--- config.mk ---
export PLATFORM = sky130hd
export DESIGN_NAME = fpu_txn_sequencer
export DESIGN_NICKNAME = d
export VERILOG_FILES = /design/src/rtl/fpu_tb_pkg.sv /design/src/rtl/fpu_rsp_fifo.sv /design/src/rtl/fpu_txn_sequencer.sv
export SDC_FILE = /design/constraint.sdc
export NUM_CORES = 1
export LEC_CHECK = 0
export BUFFER_PORTS_ARGS = -buffer_cell sky130_fd_sc_hd__buf_2
export CORE_MARGIN = 1.5
export CORE_UTILIZATION = 45
export CTS_CLUSTER_DIAMETER = 120
export CTS_CLUSTER_SIZE = 24
export DETAILED_ROUTE_END_ITERATION = 8
export PLACE_DENSITY = 0.79
export SETUP_SLACK_MARGIN = 0.05
export SYNTH_ARGS = -nofsm -noshare
export SYNTH_HDL_FRONTEND = slang
export SYNTH_SLANG_ARGS = --single-unit
export TNS_END_PERCENT = 30
--- constraint.sdc ---
create_clock -name clk -period 2.65 [get_ports clk]
set_clock_uncertainty 0.15 [all_clocks]
set_input_delay 0.1325 -clock clk [delete_from_list [all_inputs] [get_ports clk]]
set_output_delay 0.1325 -clock clk [all_outputs]
set_load 0.05 [all_outputs]
--- src/rtl/fpu_tb_pkg.sv ---
// Shared encodings for the FPU transaction sequencer: op codes, rounding modes,
// flag bit positions and the sequencer FSM state type.
package fpu_tb_pkg;

  localparam int FLAGS_W = 14;

  localparam logic [2:0] OP_ADD = 3'd0;
  localparam logic [2:0] OP_SUB = 3'd1;
  localparam logic [2:0] OP_MUL = 3'd2;
  localparam logic [2:0] OP_DIV = 3'd3;

  localparam logic [1:0] RM_NEAREST = 2'd0;
  localparam logic [1:0] RM_ZERO    = 2'd1;
  localparam logic [1:0] RM_POS_INF = 2'd2;
  localparam logic [1:0] RM_NEG_INF = 2'd3;

  // Bit positions within the 14-bit flag word, MSB first
  localparam int FLG_INF         = 13;
  localparam int FLG_SNAN        = 12;
  localparam int FLG_QNAN        = 11;
  localparam int FLG_INE         = 10;
  localparam int FLG_OVERFLOW    = 9;
  localparam int FLG_UNDERFLOW   = 8;
  localparam int FLG_ZERO        = 7;
  localparam int FLG_DIV_BY_ZERO = 6;
  localparam int FLG_UNORDERED   = 5;
  localparam int FLG_ALTB        = 4;
  localparam int FLG_BLTA        = 3;
  localparam int FLG_AEQB        = 2;
  localparam int FLG_INF_IN      = 1;
  localparam int FLG_ZERO_A      = 0;

  typedef enum logic [1:0] {
    RUN   = 2'd0,
    DRAIN = 2'd1,
    DONE  = 2'd2
  } seq_state_e;

endpackage

--- src/rtl/fpu_rsp_fifo.sv ---
// Response FIFO: power-of-two ring buffer with the head word presented
// combinationally and an occupancy count one bit wider than the pointers.
module fpu_rsp_fifo
  import fpu_tb_pkg::*;
#(
  parameter int DEPTH = 4,
  parameter int WIDTH = 4 + 32 + FLAGS_W
) (
  input  logic                   clk,
  input  logic                   rst_n,
  input  logic                   wr_en,
  input  logic [WIDTH-1:0]       wr_data,
  input  logic                   rd_en,
  output logic [WIDTH-1:0]       rd_data,
  output logic [$clog2(DEPTH):0] count,
  output logic                   empty
);

  localparam int AW = $clog2(DEPTH);

  logic [WIDTH-1:0] mem [DEPTH];
  logic [AW-1:0]    wr_ptr_q, wr_ptr_d;
  logic [AW-1:0]    rd_ptr_q, rd_ptr_d;
  logic [AW:0]      count_q, count_d;
  logic             do_rd;
  logic             full;

  always_comb begin
    do_rd    = rd_en && (count_q != '0);
    wr_ptr_d = wr_ptr_q;
    rd_ptr_d = rd_ptr_q;
    count_d  = count_q;
    if (wr_en) wr_ptr_d = wr_ptr_q + 1'b1;
    if (do_rd) rd_ptr_d = rd_ptr_q + 1'b1;
    case ({wr_en, do_rd})
      2'b10:   count_d = count_q + 1'b1;
      2'b01:   count_d = count_q - 1'b1;
      default: count_d = count_q;
    endcase
  end

  always_ff @(posedge clk or negedge rst_n) begin
    if (!rst_n) begin
      wr_ptr_q <= '0;
      rd_ptr_q <= '0;
      count_q  <= '0;
    end else begin
      wr_ptr_q <= wr_ptr_d;
      rd_ptr_q <= rd_ptr_d;
      count_q  <= count_d;
    end
  end

  always_ff @(posedge clk) begin
    if (wr_en) mem[wr_ptr_q] <= wr_data;
  end

  assign rd_data = mem[rd_ptr_q];
  assign count   = count_q;
  assign empty   = (count_q == '0);
  assign full    = (count_q == (AW + 1)'(DEPTH));

  // Upstream credit accounting guarantees a free slot for every capture
  a_no_overflow: assert property (@(posedge clk) disable iff (!rst_n) !(wr_en && full));

endmodule

--- src/rtl/fpu_txn_sequencer.sv ---
// Issues requests to a fixed-latency FPU, tracks them with a tag pipe and returns
// results in order through a credit-protected response FIFO, with a drain handshake.
module fpu_txn_sequencer
  import fpu_tb_pkg::*;
#(
  parameter int LATENCY = 5,
  parameter int DEPTH   = 4
) (
  input  logic               clk,
  input  logic               rst_n,
  input  logic               req_valid,
  output logic               req_ready,
  input  logic [2:0]         req_op,
  input  logic [1:0]         req_rmode,
  input  logic [31:0]        req_opa,
  input  logic [31:0]        req_opb,
  input  logic [3:0]         req_tag,
  output logic [2:0]         fpu_op,
  output logic [1:0]         rmode,
  output logic [31:0]        opa,
  output logic [31:0]        opb,
  input  logic [31:0]        fpu_out,
  input  logic [FLAGS_W-1:0] fpu_flags,
  output logic               rsp_valid,
  input  logic               rsp_ready,
  output logic [3:0]         rsp_tag,
  output logic [31:0]        rsp_out,
  output logic [FLAGS_W-1:0] rsp_flags,
  input  logic               drain_req,
  output logic               drain_done,
  output logic [15:0]        issued_cnt
);

  localparam int CW = $clog2(DEPTH) + 1;
  localparam int RW = 4 + 32 + FLAGS_W;

  seq_state_e         state_q, state_d;
  logic               started_q, started_d;
  logic [2:0]         fpu_op_q, fpu_op_d;
  logic [1:0]         rmode_q, rmode_d;
  logic [31:0]        opa_q, opa_d;
  logic [31:0]        opb_q, opb_d;
  logic [LATENCY-1:0] pipe_vld_q, pipe_vld_d;
  logic [3:0]         pipe_tag_q [LATENCY];
  logic [3:0]         pipe_tag_d [LATENCY];
  logic [CW-1:0]      inflight_q, inflight_d;
  logic [15:0]        issued_q, issued_d;

  logic [CW-1:0]      fifo_count;
  logic               fifo_empty;
  logic [RW-1:0]      fifo_head;
  logic [CW:0]        used;
  logic               accept, capture, pop;

  // started_q holds off acceptance until one full edge after reset release
  assign used      = {1'b0, inflight_q} + {1'b0, fifo_count};
  assign req_ready = started_q && (state_q == RUN) && (used < (CW + 1)'(DEPTH));
  assign accept    = req_valid && req_ready;
  assign capture   = pipe_vld_q[LATENCY-1];
  assign rsp_valid = !fifo_empty;
  assign pop       = rsp_valid && rsp_ready;

  assign {rsp_tag, rsp_out, rsp_flags} = rsp_valid ? fifo_head : '0;
  assign fpu_op     = fpu_op_q;
  assign rmode      = rmode_q;
  assign opa        = opa_q;
  assign opb        = opb_q;
  assign issued_cnt = issued_q;

  always_comb begin
    started_d  = 1'b1;
    fpu_op_d   = fpu_op_q;
    rmode_d    = rmode_q;
    opa_d      = opa_q;
    opb_d      = opb_q;
    pipe_vld_d = '0;
    pipe_tag_d = '{default: '0};
    if (accept) begin
      fpu_op_d = req_op;
      rmode_d  = req_rmode;
      opa_d    = req_opa;
      opb_d    = req_opb;
    end
    pipe_vld_d[0] = accept;
    pipe_tag_d[0] = accept ? req_tag : 4'd0;
    for (int i = 1; i < LATENCY; i++) begin
      pipe_vld_d[i] = pipe_vld_q[i-1];
      pipe_tag_d[i] = pipe_tag_q[i-1];
    end
    inflight_d = inflight_q + CW'(accept) - CW'(capture);
    issued_d   = issued_q + 16'(accept);
  end

  always_comb begin
    state_d    = state_q;
    drain_done = 1'b0;
    unique case (state_q)
      RUN:     if (drain_req) state_d = DRAIN;
      DRAIN:   if (inflight_q == '0 && fifo_count == '0) state_d = DONE;
      DONE: begin
        drain_done = 1'b1;
        state_d    = RUN;
      end
      default: state_d = RUN;
    endcase
  end

  always_ff @(posedge clk or negedge rst_n) begin
    if (!rst_n) begin
      state_q    <= RUN;
      started_q  <= 1'b0;
      fpu_op_q   <= '0;
      rmode_q    <= '0;
      opa_q      <= '0;
      opb_q      <= '0;
      pipe_vld_q <= '0;
      pipe_tag_q <= '{default: '0};
      inflight_q <= '0;
      issued_q   <= '0;
    end else begin
      state_q    <= state_d;
      started_q  <= started_d;
      fpu_op_q   <= fpu_op_d;
      rmode_q    <= rmode_d;
      opa_q      <= opa_d;
      opb_q      <= opb_d;
      pipe_vld_q <= pipe_vld_d;
      pipe_tag_q <= pipe_tag_d;
      inflight_q <= inflight_d;
      issued_q   <= issued_d;
    end
  end

  fpu_rsp_fifo #(
    .DEPTH(DEPTH),
    .WIDTH(RW)
  ) u_rsp_fifo (
    .clk    (clk),
    .rst_n  (rst_n),
    .wr_en  (capture),
    .wr_data({pipe_tag_q[LATENCY-1], fpu_out, fpu_flags}),
    .rd_en  (pop),
    .rd_data(fifo_head),
    .count  (fifo_count),
    .empty  (fifo_empty)
  );

endmodule

## Yosys cells after proc, flatten, opt, wreduce, memory -nomap -nowiden

Memories as Yosys holds them, arrays and structs flattened.
Cells that the tools add are included.

| word-level totals | value |
|---|---|
| bits of input ports | 124 |
| memory bits (writable) | 200 |
| bits in registers | 123 |
| memories | 1 |
| logic and storage cells | 55 |
| output and inout bits | 138 |

Memories:

| memory | depth | width | rd ports | clocked after Yosys merged registers in | write ports | line | source |
|---|---|---|---|---|---|---|---|
| u_rsp_fifo.mem | 4 | 50 | 1 | 0 | 1 | fpu_rsp_fifo.sv:21 | `logic [WIDTH-1:0] mem [DEPTH];` |

| operators by class | value |
|---|---|
| $add $sub $neg | 8 |
| magnitude comparators | 1 |
| multiplexer cells | 9 |
| equal/unequal tests | 6 |
| reductions and logical operators | 13 |

Operators with widths:

| cell | number |
|---|---|
| two-way mux 50 bit | 1 |
| adder 16 x 1 -> 16 bit | 1 |
| logical AND 1 bit | 6 |
| zero test 3 bit | 2 |
| one-hot mux 3 bit (2 select lines) | 1 |
| adder 2 x 1 -> 2 bit, second input constant | 2 |
| adder 3 x 3 -> 4 bit | 1 |
| equality test 2 x 1 -> 1 bit, second input constant | 2 |
| equality test 2 bit, second input constant | 2 |
| < comparator 4 x 3 -> 1 bit, second input constant | 1 |
| two-way mux 2 bit | 2 |
| two-way mux 4 bit | 1 |
| inequality test 2 bit, second input constant | 2 |
| one-hot mux 2 bit (2 select lines) | 1 |
| adder 3 x 1 -> 3 bit | 1 |
| adder 3 x 1 -> 3 bit, second input constant | 1 |
| two-way mux 1 bit | 3 |
| nonzero test 3 bit | 1 |
| subtractor 3 x 1 -> 3 bit | 1 |
| subtractor 3 x 1 -> 3 bit, second input constant | 1 |
| zero test 2 bit | 1 |
| AND reduction 2 bit | 1 |
| nonzero test 2 bit | 1 |
| zero test 1 bit | 1 |

## Longest topological paths before layout

Gate-level depths: netlist (run 1).

| logic depth | value |
|---|---|
| word-level depth | 6 |
| depth in mapped cells | 11 |
| gate-level depth less buffers | 10 |

## Modules after synthesis

Synthesis (run 1) repeated with hierarchy kept, for this count alone.

| unflattened totals | value |
|---|---|
| cell total of the unflattened synthesis | 617 |
| area total of the unflattened synthesis | 12,284.3 µm² |

By module, submodules not included:

| module | area an instance (µm²) | cells an instance | instances | seq. area each (µm²) |
|---|---|---|---|---|
| fpu_rsp_fifo | 7,677.4 | 298 | 1 | 6,180.9 |
| fpu_txn_sequencer | 4,606.9 | 319 | 1 | 2,902.8 |

## Worst setup path before layout (run 1)

OpenSTA, ideal clock, no wires.

| timing | value |
|---|---|
| path type | register to register |
| start point | register inflight_q[2] |
| end point | register inflight_q[2] |
| slack | -15 ps |
| required time | 2,375 ps |
| stages on the path, launching flop included | 12 |
| arrival time | 2,390 ps |
| period minus slack after synthesis | 2,665 ps |
| setup time | 125 ps |
| buffers on the path | 1 |
| cells stage by stage | dfrtp_1 > ha_1 > nor4b_4 > nand4_4 > buf_6 > ha_1 > inv_1 > ha_1 > inv_1 > fa_1 > xnor2_1 > xnor2_1 |

| on the way | value |
|---|---|
| word-level cells in the longest chain between the ends | 6 |

Ends and longest elaborated chain:

| item | line | source |
|---|---|---|
| start: declaration | fpu_txn_sequencer.sv:46 | `logic [CW-1:0] inflight_q, inflight_d;` |
| start signal: assignment | fpu_txn_sequencer.sv:129 | `inflight_q <= inflight_d;` |
| adder 3 x 3 -> 4 bit | fpu_txn_sequencer.sv:56 | `assign used = {1'b0, inflight_q} + {1'b0, fifo_count};` |
| < comparator 4 x 3 -> 1 bit | fpu_txn_sequencer.sv:57 | `assign req_ready = started_q && (state_q == RUN) && (used < (CW + 1)'(DEPTH));` |
| logical AND 1 bit | fpu_txn_sequencer.sv:57 |  |
| logical AND 1 bit | fpu_txn_sequencer.sv:58 | `assign accept = req_valid && req_ready;` |
| adder 3 x 1 -> 3 bit * | fpu_txn_sequencer.sv:90 | `inflight_d = inflight_q + CW'(accept) - CW'(capture);` |
| subtractor 3 x 1 -> 3 bit * | fpu_txn_sequencer.sv:90 |  |
| net inflight_d[2] | fpu_txn_sequencer.sv:46 |  |

The timed path passes the listed nets; every way through them passes the cells marked *.
A chain may end at the register's enable or synchronous reset.

## Worst setup path after layout (run 1)

| timing | value |
|---|---|
| start point | register u_rsp_fifo.count_q[2] (netlist: u_rsp_fifo.count[2]) |
| end point | register inflight_q[2] |

| on the way | value |
|---|---|
| word-level cells in the longest chain between the ends | 6 |

Ends and longest elaborated chain:

| item | line | source |
|---|---|---|
| start: declaration | fpu_rsp_fifo.sv:24 | `logic [AW:0] count_q, count_d;` |
| start signal: assignment | fpu_rsp_fifo.sv:50 | `count_q <= count_d;` |
| adder 3 x 3 -> 4 bit | fpu_txn_sequencer.sv:56 |  |
| < comparator 4 x 3 -> 1 bit | fpu_txn_sequencer.sv:57 |  |
| logical AND 1 bit | fpu_txn_sequencer.sv:57 |  |
| logical AND 1 bit | fpu_txn_sequencer.sv:58 |  |
| adder 3 x 1 -> 3 bit | fpu_txn_sequencer.sv:90 |  |
| subtractor 3 x 1 -> 3 bit | fpu_txn_sequencer.sv:90 |  |
| net inflight_d[2] | fpu_txn_sequencer.sv:46 |  |

The timed path passes the listed nets, and every way through them passes these cells.

==> results of run 1 <==
==> cell usage after synthesis (2+ instances only) <==
| master | n | area (sq um) |
|---|---|---|
| clkbuf_1 | 10 | 37.5 |
| buf_6 | 7 | 78.8 |
| dfrtp_1 | 123 | 3080 |
| nand2_1 | 4 | 15.0 |
| mux4_2 | 50 | 1130 |
| and3_1 | 5 | 31.3 |
| xor2_1 | 14 | 123 |
| nor3_1 | 5 | 25.0 |
| nand3_1 | 9 | 45.0 |
| edfxtp_1 | 200 | 6010 |
| nor4_1 | 5 | 31.3 |
| and2_1 | 55 | 344 |
| fa_1 | 2 | 40.0 |
| buf_2 | 7 | 35.0 |
| mux2_4 | 68 | 1020 |
| xnor2_1 | 8 | 70.1 |
| nor2_1 | 6 | 22.5 |
| nand4_1 | 3 | 18.8 |
| inv_1 | 14 | 52.6 |
| ha_1 | 11 | 138 |
==> sequential cells by signal, indices dropped and copies added, names as in the netlist, 3 cells and up <==
name and count:
pipe_tag_d 16, fpu_op 3, pipe_vld_q 5, inflight_q 3, opb 32, issued_cnt 16, u_rsp_fifo.mem 200, opa 32
u_rsp_fifo.count 3, pipe_tag_q 4
==> power breakdown <==
part	switching, W	internal (W)	total (W)
Combinational	0.00493	0.00253	0.00746
Sequential	0.000454	0.00594	0.00639
Clock	0.00150	0.00122	0.00273
Total	0.00688	0.00969	0.0166
==> layout make-up <==
type / instances / area [sq um]
tap: 341 / 427
clock buffer: 27 / 463
inverter: 14 / 52.6
sequential: 323 / 9090
fill: 1945 / 10900
clock inverter: 1 / 16.3
multi-input combinational: 254 / 3230
antenna: 1 / 2.50
timing repair buffer: 407 / 2860
==> cell families after synthesis <==
group           share of synthesized area
compound gates                    0.00111
xor+xnor                           0.0155
fa+ha+maj                          0.0143
buf+inv                            0.0164
flops                               0.730
mux                                 0.174
other cells                      0.000301
simple gates                       0.0478
==> through the flow <==
| step | std cells | hold slack, ns | util | area [sq um] | setup WS, ns |
|---|---|---|---|---|---|
| CTS | 1367 | 0.202 | 0.596 | 16100 | 0.0184 |
| global route | 1367 | 0.218 | 0.597 | 16100 | 0.0483 |
| floorplan | 615 | -0.313 | - | 12500 | 0.00391 |
| finish | 1368 | 0.204 | 0.597 | 16100 | 0.199 |
| detailed placement | 1209 | -0.0375 | 0.530 | 14300 | 0.0700 |
| global placement | 1209 | -0.0418 | 0.530 | 14300 | 0.135 |
==> layer usage <==
metal,part of all wire,track usage
met5,0,0
met4,0.013,0.0323
met3,0.071,0.0424
met2,0.49,0.306
met1,0.43,0.235
==> path summary, 6_finish.rpt <==
path | startpoint | end | slack [ns] | depth (start not counted)
worst max-delay path | u_rsp_fifo.count[2] | inflight_q[2] | 0.20 | 10
worst min register to register | pipe_tag_d[7] | pipe_tag_d[3] | 0.20 | 0
max in group asynchronous | rst_n | pipe_tag_d[7] | 1.31 | 4
worst max register to register | u_rsp_fifo.count[2] | inflight_q[2] | 0.20 | 10
min in group asynchronous | rst_n | issued_cnt[13] | 0.58 | 4
worst min-delay path | pipe_tag_d[7] | pipe_tag_d[3] | 0.20 | 0
==> timing repair <==
item | CTS | global route
pin swaps | 0 | 3
hold buffers | 129 | 0
hold endpoints to repair | 384 | 0
gates resized for setup | 0 | 7
endpoints found under the setup margin | 23 | 57
setup buffers | 1 | 0
==> results.py, run 1 <==
metrics = {
    "outcome": {
        "status": "finished clean",
    },
    "detailed_routing": {
        "wirelength_mm": 25.5,
        "drtPass1Iterations": 4,
        "vias_per_cell": 4.99,
        "drc_errors": 0,
        "drt.antenna.violating_nets": 0,
        "drt-initial-drc-count": 518,
        "wl_per_cell_um": 18.7,
        "num_vias": 6831,
    },
    "worst_setup_path": {
        "crit_top_cell": "inv_1",
        "crit_chain": "ha_2, nor4b_4, nand4_4, ha_4, inv_1, ha_1, inv_1, fa_2, xnor2_2, xnor2_1",
        "end_kind": "flop",
        "critPathKind": "flop to flop",
        "crit_family": "adder cells",
        "slowest_delay_ns": 0.42,
        "crit_path_max_fanout": 3,
        "start_kind": "flop",
        "crit_buf_inv": 2,
        "worstPathRequired_ns": 2.88,
        "crit_arrival_ns": 2.69,
        "cp_slowest_cell": "dfrtp_1",
    },
    "layout": {
        "layout_commonest_cell": "buf_2",
        "area_delta_synth_final_pct": 29.8,
        "finalNetCount": 1154,
        "mostFrequentLayoutCells": "260 x buf_2, 200 x edfxtp_1, 128 x dlygate4sd3_1",
        "layout-drive-gt1-share": 0.425,
    },
    "logic_synthesis": {
        "synth_area_sq_mm": 0.0124,
        "ys_types": 29,
        "ys_seq_area_frac": 0.730,
        "ys_ff_latch": 323,
        "yosysWarnings": 0,
        "avgSynthCellArea_sq_um": 20.2,
        "netlist_instances": 615,
        "synth_top_flop_cell": "edfxtp_1",
        "synth_edf_count": 200,
        "synth_nets": 752,
        "async_flop_share": 0.381,
    },
    "floorplan": {
        "rows": 60,
        "die_height_um": 169,
        "start_util": 0.460,
        "core-area_sq_mm": 0.0270,
        "die_w_um": 169,
        "ios": 262,
        "dieArea_sq_mm": 0.0286,
    },
    "pwr": {
        "p_leak_nw": 6.98,
        "pwr_density_cell_mw_per_mm2": 1030,
        "vdd_drop_max_mv": 0.806,
        "finalPower_w": 0.0166,
    },
    "min_path": {
        "holdCritPathClass": "flop to flop",
    },
    "clocking": {
        "clock-sinks": 323,
        "cts_htree_levels": 1,
        "cts_buffer_depth": 3,
        "numCtsBuffers": 17,
        "cts_tree": "yes",
        "clk_latency_ns": 0.49,
        "path_clk_slew_ns": 0.09,
        "root_buffer": "clkbuf_16",
    },
    "sta": {
        "rsz0062_at_grt": "false",
        "fmax_mhz": 408,
        "slew_violations": 0,
        "fin_crit_sh": 0.925,
        "setup_viol": 0,
        "fin_crit_ns": 2.45,
        "slew_headroom": 0.640,
        "worstMarginPinSlew_ns": 0.540,
        "tns_ns": 0,
        "final_hold_viol_count": 0,
    },
    "global_routing": {
        "grt_antenna_before_repair": 1,
        "grt_pass1_wl_mm": 39.9,
        "grt-ovfl-total": 0,
        "grt_max_degree": 84,
        "grt_pass1_vias": 7352,
        "grt_usage": 0.178,
    },
    "placed_design": {
        "place.gp.congestion": 0.809,
        "io_buffers": 261,
        "dpl.hpwl_mm": 15.6,
    },
    "flow_run": {
        "max_cap_viol_count": 0,
    },
}
(Power assumes the default switching activity.)
==> inputs of run 2 (changes only) <==
--- a/config.mk
+++ b/config.mk
@@ -9,11 +9,12 @@
 export CORE_MARGIN = 1.5
 export CORE_UTILIZATION = 45
 export CTS_CLUSTER_DIAMETER = 120
-export CTS_CLUSTER_SIZE = 24
+export CTS_CLUSTER_SIZE = 28
 export DETAILED_ROUTE_END_ITERATION = 8
 export PLACE_DENSITY = 0.79
 export SETUP_SLACK_MARGIN = 0.05
 export SYNTH_ARGS = -nofsm -noshare
 export SYNTH_HDL_FRONTEND = slang
+export SYNTH_HIERARCHICAL = 1
 export SYNTH_SLANG_ARGS = --single-unit
 export TNS_END_PERCENT = 30
==> run 2 against run 1 <==
Against the previous run:
- fmax shrank 5.2%
- routed wire length rose by 0.52%
- utilization down 0.59 points
- cell count fell by 0.15%
- non-clock buffer count up 3
- register-to-register slack worse by 0.13 ns
- worst hold slack got worse by 0.18 ns
- first-iteration DRC count fell by 15%
- clock power shrank 7%
- total power down 1.0%
- synthesized area shrank 1.2%
- clock-buffer cell count decreased by 5
==> results.py, run 2 <==
metrics = {
    "outcome": {
        "status": "finished clean",
    },
    "min_path": {
        "holdCritPathClass": "input pin to async pin",
    },
    "worst_setup_path": {
        "crit_arrival_ns": 2.86,
        "worstPathRequired_ns": 2.93,
        "start_kind": "flop",
        "crit_path_max_fanout": 2,
        "end_kind": "flop",
        "critPathKind": "flop to flop",
    },
    "clocking": {
        "cts_buffer_depth": 3,
        "root_buffer": "clkbuf_16",
        "cts_htree_levels": 1,
        "path_clk_slew_ns": 0.11,
        "numCtsBuffers": 15,
        "clock-sinks": 323,
        "clk_latency_ns": 0.50,
        "cts_tree": "yes",
    },
    "logic_synthesis": {
        "async_flop_share": 0.381,
        "ys_types": 34,
        "yosysTopAreaCell": "edfxtp_1",
        "synth_edf_count": 200,
        "synth_most_common_cell": "edfxtp_1",
        "ys_ff_latch": 323,
        "yosysWarnings": 6,
        "synth_nets": 754,
        "synth_area_leaders": "edfxtp_1 49%, dfrtp_1 25%, mux4_2 8.8%",
        "synth_area_sq_mm": 0.0123,
        "synth_top_flop_cell": "edfxtp_1",
        "netlist_instances": 617,
        "synth_top_cell_area_share": 0.489,
        "yosys-top-cells-count": "200 x edfxtp_1, 123 x dfrtp_1, 59 x mux2_2",
        "avgSynthCellArea_sq_um": 19.9,
        "ys_seq_area_frac": 0.739,
    },
    "detailed_routing": {
        "drt.antenna.violating_nets": 0,
        "vias_per_cell": 5.03,
        "drt-initial-drc-count": 442,
        "wirelength_mm": 25.7,
        "drtPass1Iterations": 4,
        "drc_errors": 0,
        "wl_per_cell_um": 18.8,
        "num_vias": 6865,
    },
    "global_routing": {
        "grt_usage": 0.183,
        "grt_pass1_vias": 7487,
        "grt_antenna_before_repair": 0,
        "grt-ovfl-total": 0,
        "grt_max_degree": 70,
        "grt_pass1_wl_mm": 40.2,
    },
    "sta": {
        "slew_violations": 0,
        "fin_crit_sh": 0.975,
        "worstMarginPinSlew_ns": 0.554,
        "setup_viol": 0,
        "rsz0062_at_grt": "true",
        "hold_ws_ns": 0.0247,
        "tns_ns": 0,
        "fmax_mhz": 387,
        "slew_headroom": 0.630,
        "layout_setup_ws_ns": 0.0651,
        "fin_crit_ns": 2.58,
        "final_hold_viol_count": 0,
    },
    "pwr": {
        "p_sw_frac": 0.422,
        "pwr_density_cell_mw_per_mm2": 1030,
        "vdd_drop_max_mv": 1.07,
        "seqPwrFrac": 0.390,
        "p_clk_frac": 0.155,
        "p_switching_w": 0.00692,
        "p_int_w": 0.00948,
        "p_leak_nw": 6.73,
        "pwr-share-comb": 0.455,
    },
    "layout": {
        "largest_register_ffs": 200,
        "antennaDiodeCount": 0,
        "layout-drive-gt1-share": 0.429,
        "finalNetCount": 1156,
        "layout_commonest_cell": "buf_2",
        "regMostFlops": "u_rsp_fifo/mem",
        "area_delta_synth_final_pct": 29.4,
        "mostFrequentLayoutCells": "258 x buf_2, 200 x edfxtp_1, 122 x dlygate4sd3_1",
        "finish.utilization": 0.591,
    },
    "floorplan": {
        "dieArea_sq_mm": 0.0283,
        "rows": 60,
        "core-area_sq_mm": 0.0269,
        "ios": 262,
        "die_height_um": 168,
        "start_util": 0.457,
        "die_w_um": 168,
    },
    "placed_design": {
        "place.gp.congestion": 0.807,
        "dpl.hpwl_mm": 15.5,
        "io_buffers": 261,
        "pre_cts_ws_ns": -0.0630,
    },
    "flow_run": {
        "max_cap_viol_count": 0,
    },
}
run 2: changes by cell type after synthesis, moves of 3 or more:
cell	before	now
mux2_2	1	59
nor2b_1	1	52
clkbuf_1	10	7
nand3_1	9	6
buf_6	7	2
buf_2	7	10
and2_1	55	8
buf_12	0	5
mux2_4	68	10
and3_1	5	1
run 2: kinds of logic after synthesis:
logic type      synth area share
flops                      0.739
mux                        0.159
simple gates              0.0481
buf+inv                   0.0208
xor+xnor                  0.0157
fa+ha+maj                 0.0145
compound gates           0.00183
other cells             0.000305
run 2: path summary, 6_finish.rpt:
check	slack (ns)	cells past startpoint	endpoint	start
max	0.07	11	inflight_q[2]	inflight_q[2]
min	0.02	3	opa[10]	rst_n
max reg2reg	0.07	11	inflight_q[2]	inflight_q[2]
min reg2reg	0.21	0	pipe_tag_d[11]	pipe_tag_d[15]
max in group asynchronous	1.93	3	issued_cnt[15]	rst_n
min in group clk	0.03	4	u_rsp_fifo/rd_ptr_q[0]	rsp_ready
run 2: cell type report:
cell class	count	area [sq um]
fillers	1941	11000
flip-flops and latches	323	9090
multi-input cells	256	3030
repair buffers	410	2880
well taps	341	427
clock buffers	22	402
inverters	13	48.8
clock inverters	1	16.3
run 2: timing repair:
| item | 4_1_cts | 5_1_grt |
|---|---|---|
| setup buffers | 2 | 1 |
| pin swaps | 2 | 5 |
| hold buffers | 123 | 0 |
| gates resized for setup | 2 | 18 |
| hold endpoints to repair | 382 | 0 |
| setup endpoints to repair | 42 | 22 |
run 2: metrics by stage:
stage               instances  total power, W  cell area, sq um
CTS                      1365          0.0165             15800
global placement         1217          0.0136             14100
global route             1366          0.0171             15900
detailed placement       1217          0.0137             14100
finish                   1366          0.0164             15900
floorplan                 617          0.0121             12300
run 2: per-layer routing:
metal | track usage | routed length (um) | up-vias
li1 | - | - | 3114
met1 | 0.222 | 10000 | 3468
met2 | 0.336 | 13300 | 252
met3 | 0.0393 | 1890 | 31
met4 | 0.0361 | 461 | 0
met5 | 0 | 0 | -
run 2: worst max-delay path: stages, from the launching register on:
cell and delay [ns]:
dfrtp_1 0.42, ha_4 0.25, nor4b_4 0.26, and4_1 0.24, inv_1 0.05, ha_1 0.26, inv_1 0.06, ha_1 0.13
inv_1 0.05, fa_2 0.33, xnor2_1 0.19, xnor2_1 0.13
run 2: power groups by stage:
stage	Clock [W]	Sequential (W)	Combinational [W]
finish	0.00254	0.00640	0.00747
global route	0.00278	0.00649	0.00784
CTS	0.00265	0.00639	0.00744
detailed placement	0	0.00652	0.00720
global placement	0	0.00650	0.00710
floorplan	0	0.00793	0.00413
==> inputs of run 3 (changes only) <==
--- a/config.mk
+++ b/config.mk
@@ -15,6 +15,5 @@
 export SETUP_SLACK_MARGIN = 0.05
 export SYNTH_ARGS = -nofsm -noshare
 export SYNTH_HDL_FRONTEND = slang
-export SYNTH_HIERARCHICAL = 1
 export SYNTH_SLANG_ARGS = --single-unit
 export TNS_END_PERCENT = 30
==> run 3 against run 2 <==
Against the previous run:
- first-iteration DRC count grew 23%
- via count shrank 0.10%
- non-clock buffer count shrank 1
- worst setup slack gained 0.13 ns
- register-to-register slack gained 0.13 ns
- total power grew 0.12%
- critical path depth shrank 7
- largest cell class unchanged
==> results.py, run 3 (same netlist as run 1, synthesis figures left out) <==
metrics = {
    "outcome": {
        "status": "finished clean",
    },
    "global_routing": {
        "top_usage_layer": "met2",
        "grt_max_degree": 84,
        "grt_pass1_wl_mm": 39.7,
        "use_met3": 0.0408,
        "grt_usage": 0.177,
        "use_met1": 0.230,
        "grtUsageMet2": 0.308,
        "grt_antenna_before_repair": 0,
        "grt-ovfl-total": 0,
        "grt_pass1_vias": 7389,
    },
    "clocking": {
        "clk_latency_ns": 0.49,
        "cts_htree_levels": 1,
        "numCtsBuffers": 15,
        "cts_tree": "yes",
        "clock-sinks": 323,
        "root_buffer": "clkbuf_16",
        "path_clk_slew_ns": 0.11,
        "cts_buffer_depth": 3,
    },
    "layout": {
        "finalNetCount": 1154,
        "layout-drive-gt1-share": 0.426,
        "antennaDiodeCount": 0,
        "layout_commonest_cell": "buf_2",
        "area_delta_synth_final_pct": 29.6,
        "instances_no_fill": 1366,
        "mostFrequentLayoutCells": "260 x buf_2, 200 x edfxtp_1, 128 x dlygate4sd3_1",
        "regMostFlops": "u_rsp_fifo.mem",
        "final_area_sq_mm": 0.0161,
        "largest_register_ffs": 200,
        "fillers": 1940,
    },
    "worst_setup_path": {
        "end_kind": "primary output",
        "worstPathRequired_ns": 2.37,
        "crit_arrival_ns": 2.17,
        "crit_path_max_fanout": 25,
        "crit_buf_inv": 2,
        "worstReg2RegStart": "u_rsp_fifo.count[2]",
        "cp_slowest_cell": "mux4_2",
        "crit_family": "multiplexers",
        "reg2reg_depth": 10,
        "crit_chain": "buf_12, mux4_2, and2_1, buf_2",
        "r2r_slack_ns": 0.20,
        "slowest_delay_ns": 0.54,
        "start_kind": "flop",
        "timing.rr.end": "inflight_q[2]",
        "critPathKind": "flop to primary output",
    },
    "pwr": {
        "p_int_w": 0.00958,
        "p_sw_frac": 0.417,
        "finalPower_w": 0.0164,
        "pwr_density_cell_mw_per_mm2": 1020,
        "p_leak_nw": 6.99,
        "p_switching_w": 0.00685,
        "vdd_drop_max_mv": 0.793,
        "p_clk_frac": 0.156,
        "pwr-share-comb": 0.455,
        "seqPwrFrac": 0.389,
    },
    "placed_design": {
        "placedInstanceArea_sq_mm": 0.0143,
        "pre_cts_ws_ns": 0.0700,
        "place.gp.congestion": 0.809,
        "dpl.hpwl_mm": 15.6,
        "io_buffers": 261,
        "placed_cells": 1209,
    },
    "detailed_routing": {
        "num_vias": 6858,
        "drtPass1Iterations": 4,
        "drt.antenna.violating_nets": 0,
        "vias_per_cell": 5.02,
        "wirelength_mm": 25.4,
        "drc_errors": 0,
        "drt-initial-drc-count": 543,
        "wl_per_cell_um": 18.6,
    },
    "sta": {
        "rsz0062_at_grt": "false",
        "final_hold_viol_count": 0,
        "fin_crit_sh": 0.926,
        "setup_viol": 0,
        "slew_headroom": 0.639,
        "worstMarginPinSlew_ns": 0.541,
        "fmax_mhz": 407,
        "slew_violations": 0,
        "layout_setup_ws_ns": 0.196,
        "tns_ns": 0,
        "fin_crit_ns": 2.45,
    },
    "floorplan": {
        "ios": 262,
        "die_height_um": 169,
        "die_w_um": 169,
        "start_util": 0.460,
        "dieArea_sq_mm": 0.0286,
        "core-area_sq_mm": 0.0270,
        "rows": 60,
    },
    "min_path": {
        "holdCritPathClass": "flop to flop",
        "min-delay-start": "pipe_vld_q[1]",
        "worst_hold_path.num_cells": 0,
        "hold_end": "pipe_vld_q[2]",
    },
    "flow_run": {
        "max_cap_viol_count": 0,
    },
}
-- run 3: cell types whose count changed in the layout (fill, tap and decap cells not counted), sizes merged --
cell / delta
buf: -7
nand3: +3
inv: +1
o31a: -1
nor2: -1
clkbuf: +2
and3: +4
nor2b: -51
dlygate4sd3: +6
nand2: -2
and4: -1
and2: +47
-- run 3: how the worst max path moves through the flow --
stage,start,end,cells after the start
floorplan,inflight_q[2],inflight_q[2],11
global placement,inflight_q[2],issued_cnt[12],9
detailed placement,inflight_q[2],issued_cnt[12],9
CTS,inflight_q[2],issued_cnt[12],9
global route,u_rsp_fifo.count[2],inflight_q[2],10
finish,u_rsp_fifo.rd_ptr_q[0],rsp_tag[1],4
-- run 3: power groups by stage --
stage                     clock network (W)  registers (W)  logic [W]
after CTS                           0.00266        0.00638    0.00748
final                               0.00256        0.00639    0.00748
after floorplan                           0        0.00793    0.00415
after global routing                0.00282        0.00646    0.00788
after global placement                    0        0.00651    0.00722
after detailed placement                  0        0.00649    0.00729
-- run 3: area by class of cell --
cell class / instances / area [sq um] / share of cell area
multi-input combinational: 254 / 3240 / 0.201
tap: 341 / 427 / 0.0265
clock buffer: 24 / 409 / 0.0254
timing repair buffer: 409 / 2880 / 0.179
sequential: 323 / 9090 / 0.564
inverter: 14 / 52.6 / 0.00326
clock inverter: 1 / 16.3 / 0.00101
-- run 3: repair_timing --
item,in CTS,in global routing
resized for setup,0,10
setup endpoints to repair,26,58
setup buffers,1,2
hold buffers,129,0
endpoints found under the hold margin,384,0
pin swaps,0,4
-- run 3: metal layers --
metal,up-vias,routed length [um],part of all wire
met4,0,280,0.011
met2,252,12600,0.50
met3,26,1850,0.073
li1,3108,-,-
met1,3472,10600,0.42
met5,-,0,0
-- run 3: worst register-to-register path, cell delays in order (launching register included) --
cell	delay, ns
dfrtp_1	0.42
ha_2	0.20
nor4b_4	0.28
nand4_4	0.18
ha_4	0.24
inv_1	0.05
ha_1	0.14
inv_1	0.06
fa_2	0.37
xnor2_2	0.14
xnor2_1	0.12
-- run 3: per-stage QoR --
step	util	hold WS (ns)
floorplan	-	-0.313
finish	0.596	0.185
CTS	0.594	0.186
detailed placement	0.530	-0.0375
global route	0.596	0.199
global placement	0.530	-0.0418
